`config.mk`:
```
export PLATFORM = sky130hd
export DESIGN_NAME = jk_reg_bank
export DESIGN_NICKNAME = d
export VERILOG_FILES = /design/src/rtl/jk_reg_bank.sv
export SDC_FILE = /design/constraint.sdc
export NUM_CORES = 1
export LEC_CHECK = 0
export BUFFER_PORTS_ARGS = -buffer_cell sky130_fd_sc_hd__buf_2
export CORE_MARGIN = 8
export CORE_UTILIZATION = 53
export DETAILED_ROUTE_END_ITERATION = 10
export PLACE_DENSITY = 0.78
export RECOVER_POWER = 50
export REMOVE_ABC_BUFFERS = 1
export SYNTH_ARGS = -nofsm -noshare
export SYNTH_HDL_FRONTEND = slang
export SYNTH_SLANG_ARGS = --single-unit
```
`constraint.sdc`:
```
create_clock -name clk -period 5.8 [get_ports clk]
set_input_delay 0 -clock clk [delete_from_list [all_inputs] [get_ports clk]]
set_output_delay 0 -clock clk [all_outputs]
set_load 0.02 [all_outputs]
```
`src/rtl/jk_reg_bank.sv`:
```
// jk_reg_bank: WIDTH independent J/K-style flip-flops with run-time mode select
// (JK / T / D / SR), synchronous set/load, per-bit change flags, a saturating
// changed-bit counter and a sticky SR-illegal flag.
module jk_reg_bank #(
  parameter int unsigned            WIDTH   = 8,
  parameter logic [WIDTH-1:0]       RST_VAL = '0,
  parameter int unsigned            CNT_W   = 16
) (
  input  logic             clk,
  input  logic             rst,
  input  logic             set,
  input  logic             en,
  input  logic [1:0]       mode,
  input  logic [WIDTH-1:0] j,
  input  logic [WIDTH-1:0] k,
  input  logic             load,
  input  logic [WIDTH-1:0] load_data,
  input  logic             err_clr,
  output logic [WIDTH-1:0] q,
  output logic [WIDTH-1:0] qb,
  output logic [WIDTH-1:0] chg,
  output logic [CNT_W-1:0] chg_cnt,
  output logic             sr_err
);

  localparam int unsigned PC_W  = $clog2(WIDTH + 1);
  localparam int unsigned SUM_W = ((CNT_W > PC_W) ? CNT_W : PC_W) + 1;

  localparam logic [1:0] MODE_JK = 2'b00;
  localparam logic [1:0] MODE_T  = 2'b01;
  localparam logic [1:0] MODE_D  = 2'b10;
  localparam logic [1:0] MODE_SR = 2'b11;

  localparam logic [CNT_W-1:0] CNT_MAX = '1;

  logic [WIDTH-1:0] q_mode;
  logic [WIDTH-1:0] q_next;
  logic [WIDTH-1:0] chg_next;
  logic [PC_W-1:0]  pop;
  logic [SUM_W-1:0] sum;
  logic [CNT_W-1:0] cnt_next;
  logic             illegal;
  logic             err_next;

  // Per-bit next state for the selected mode, ignoring set/load
  always_comb begin
    q_mode = q;
    case (mode)
      MODE_JK: q_mode = (j & ~q) | (~k & q);
      MODE_T:  q_mode = q ^ j;
      MODE_D:  q_mode = j;
      MODE_SR: q_mode = (j & ~k) | (q & ~(j ^ k));
    endcase
  end

  // Priority resolution (set > load > enabled mode update > hold), change
  // flags, popcount and saturating counter update
  always_comb begin
    q_next = q;
    if (set)       q_next = '1;
    else if (load) q_next = load_data;
    else if (en)   q_next = q_mode;

    chg_next = q_next ^ q;

    pop = '0;
    for (int unsigned i = 0; i < WIDTH; i++) begin
      pop = pop + PC_W'(chg_next[i]);
    end

    sum      = SUM_W'(chg_cnt) + SUM_W'(pop);
    cnt_next = (sum > SUM_W'(CNT_MAX)) ? CNT_MAX : CNT_W'(sum);

    illegal  = en && (mode == MODE_SR) && !set && !load && (|(j & k));
    err_next = sr_err;
    if (illegal)      err_next = 1'b1;
    else if (err_clr) err_next = 1'b0;
  end

  // State register; reset changes are neither flagged nor counted
  always_ff @(posedge clk) begin
    if (rst) begin
      q       <= RST_VAL;
      chg     <= '0;
      chg_cnt <= '0;
      sr_err  <= 1'b0;
    end else begin
      q       <= q_next;
      chg     <= chg_next;
      chg_cnt <= cnt_next;
      sr_err  <= err_next;
    end
  end

  assign qb = ~q;

endmodule

```
==> summary.txt <==
Status
  – Status: complete, no violations

Power
  – Switching part of the total: 41.5%
  – Peak supply drop: 0.358 mV
  – Tot Pwr: 0.840 mW
  – Reported net switching power: 0.349 mW
  – Pwr/cell area: 276 nW/um^2
  – Combinational power share: 46.3%
  – Reg power frac: 32.4%
  – P_leak: 1.24 nW
  – Clk network pwr share: 21.3%
  – Int Pwr: 0.491 mW

Finish
  – # fillers: 465
  – Layout cells sized above 1: 14.7%
  – Layout net count: 447
  – Register area: 661 um^2
  – Final std cells w/o fill: 456
  – Area taken by multi-input logic gates: 1800 um^2
  – N_diodes: 0
  – Area grow syn2layout: 15.8%

Worst setup path
  – Reg2reg end: chg_cnt[6]
  – Crit path kind: reg2reg
  – Crit path required time: 6.02 ns
  – CP endpoint kind: flop
  – FF-to-FF Start: q[0]
  – Crit-path slowest cell: fa_1
  – Critical Path Source Type: flop
  – FF-to-FF path depth: 14
  – Cell Chain, Critical Path: nor2_1, a22oi_1, o2111a_1, a311oi_1, fa_1, fa_1, fa_1, fa_1, fa_1, nand2b_1, a21oi_1, nand3_1, o21a_1, nor2_1
  – Top delay family on crit path: adder cells
  – R2R setup slack: 0.92 ns
  – Crit path from: q[0]
  – Top cell by count, worst path: fa_1
  – WP buf/inv: 0
  – CP arrival: 5.11 ns
  – Levels on crit path: 14
  – Delay of the slowest critical-path stage: 0.52 ns
  – Crit Path Max Fanout: 13
  – Worst Setup EP: chg_cnt[6]

Placement
  – Inst Count DP: 448
  – Routability cong.: 0.898
  – Pre-CTS setup slack: 0.763 ns
  – IO Port Bufs: 72
  – Hpwl dp: 5410 um

Worst hold path
  – Min-Delay Path Class: in2reg

Clock tree
  – Num CTS Buffers: 5
  – Clock Pin Slew Worst Setup and Hold Paths: 0.08 ns
  – # hold bufs at CTS: 0
  – Setup repair bufs after CTS: 0
  – Clock Tree Buf Depth: 2
  – Resize count post-CTS: 0
  – Max H-tree Level: 2
  – Sink Count: 33
  – Root Driver: clkbuf_8
  – CTS tree: built
  – Clk Latency, worst-skew pair: 0.29 ns

Global route
  – Largest net degree at the start of global routing: 40
  – Global-route wire length before repair: 12,200 um
  – Initial antenna violation count: 0
  – Total Routing Usage GR: 19.8%
  – Vias in the first global route: 2,619
  – GRT overflow: 0

STA
  – Setup tns final: 0 ns
  – Setup Viol. Count Final: 0
  – Fin Clk Skew: 0.0102 ns
  – Max-slew headroom: 56.6%
  – RSZ-0062 raised after global routing: false
  – Worst hold slack: 0.0123 ns
  – F_max: 205 MHz
  – Slew Viols, Final: 0
  – Final worst-path cycle share: 84.2%
  – Slew @ Worst Pin: 0.651 ns
  – Setup WS post-layout: 0.918 ns
  – Final hold vios: 0
  – Tmin final: 4.88 ns

Logic synthesis
  – Xor/xnor share of the synthesized area: 3.00%
  – Adder-Cell Fraction of Synth Area: 14.3%
  – Largest family of logic cells by synthesized area: compound AO/OA/AOI/OAI gates
  – Sequential element share of the synthesized area: 25.1%
  – Synthesized flop and latch total: 33
  – Async SR Flop Fraction: 0%
  – Synth Area in Simple Gates: 17.7%
  – Number of enable flip-flop cells after synthesis: 0
  – Ys flop type: dfxtp_1
  – Mean post-synth cell area: 8.11 um^2
  – Post-Syn Area: 2630 um^2
  – Synth unique cells: 47
  – Mapped Cells: 324
  – Compound-Gate Fraction of Synth Area: 30.1%
  – Synth warn: 0
  – Mux cell area share after synthesis: 3.29%

Route
  – 1st-iter DRT viols: 230
  – 1st-pass router iterations: 4
  – Post-route ant nets: 0
  – Vias: 2,703
  – Post-Route WL: 7470 um
  – Drt drc: 0
  – Vias per inst: 5.93
  – Routed len/inst: 16.4 um

Floorplanning
  – Die H: 86.4 um
  – Initial Utilization: 55.3%
  – Die width: 86.4 um
  – Core area: 4750 um^2
  – Die Area: 7470 um^2
  – Placement Rows: 25
  – I/O pin count: 73

Flow run
  – MaxCap Viol Count: 0
==> power groups by stage <==
stage / clock network (mW) / logic (mW) / registers [mW]
5_1_grt: 0.188 / 0.444 / 0.276
4_1_cts: 0.182 / 0.397 / 0.271
3_3_place_gp: 0 / 0.388 / 0.276
2_1_floorplan: 0 / 0.247 / 0.303
6_report: 0.179 / 0.389 / 0.272
3_5_place_dp: 0 / 0.390 / 0.276
==> cell usage in the layout, fill, tap and decap left out, types with 6 or more instances in the layout <==
cell	n
ha_1	22
xor2_1	7
and2_1	7
dfxtp_1	33
clkbuf_1	37
o2111a_1	6
a311oi_1	6
o21ai_0	15
nand2_1	16
buf_2	35
nand3_1	6
nor2_1	36
a211oi_1	12
nor3b_1	7
inv_1	26
a21oi_1	32
==> synthesized netlist by cell type, types with 7 or more instances <==
cell type  number  area [um^2]
dfxtp_1        33          661
nand2_1        16         60.1
o21ai_0        15         75.1
nor2_1         36          135
nor3b_1         7         52.6
xor2_1          7         61.3
ha_1           22          275
inv_1          26         97.6
clkbuf_1        9         33.8
a211oi_1       12         90.1
and2_1          7         43.8
a21oi_1        32          160
==> per-stage QoR <==
step / util, % / instance area (um^2)
global route: 64.0 / 3040
global placement: 63.2 / 3000
detailed placement: 63.2 / 3000
finish: 64.0 / 3040
CTS: 65.0 / 3090
floorplan: - / 2560
==> metal layers <==
layer	vias up	GRT usage, %	share of wire (%)	routed length (um)
li1	1316	-	-	-
met1	1263	23.8	44	3260
met2	115	34.1	48	3610
met3	9	4.44	7.1	531
met4	0	5.79	0.90	67
met5	-	0	0	0
==> area by class of cell <==
cell class | instances | share of cell area (%)
Clock inverter | 3 | 0.576
Multi-Input combinational cell | 249 | 59.0
Tap cell | 67 | 2.75
Timing Repair Buffer | 72 | 10.3
Sequential cell | 33 | 21.7
Inverter | 27 | 3.33
Clock buffer | 5 | 2.26
==> sequential cells by signal, summed over array words and instances, names as in the netlist <==
| register | cells |
|---|---|
| q | 8 |
| sr_err | 1 |
| chg | 8 |
| chg_cnt | 16 |
==> kinds of logic (layout without fill, tap and decap cells) <==
kind of cell,count (synthesis),after routing
muxes,8,8
adders and majority gates,27,27
AOI/OAI and AO/OA,110,110
xor gates and xnor gates,9,9
buffers and inverters,42,107
DFF,33,33
and+or+nand+nor,95,95
==> how the worst min path moves through the flow <==
| stage | slack (ns) | cells after the start | end | startpoint |
|---|---|---|---|---|
| after floorplan | 0.07 | 1 | chg[5] | rst |
| after global placement | 0.29 | 4 | sr_err | err_clr |
| after detailed placement | 0.31 | 4 | sr_err | err_clr |
| after CTS | 0.008 | 4 | sr_err | err_clr |
| after global routing | 0.03 | 3 | q[6] | load_data[6] |
| final | 0.01 | 4 | sr_err | err_clr |
==> worst register-to-register path, stage by stage, from the launching register on <==
cell	delay [ns]
dfxtp_1	0.37
nor2_1	0.10
a22oi_1	0.09
o2111a_1	0.28
a311oi_1	0.48
fa_1	0.52
fa_1	0.51
fa_1	0.42
fa_1	0.41
fa_1	0.41
nand2b_1	0.19
a21oi_1	0.26
nand3_1	0.44
o21a_1	0.25
nor2_1	0.08
(Power assumes the default switching activity.)
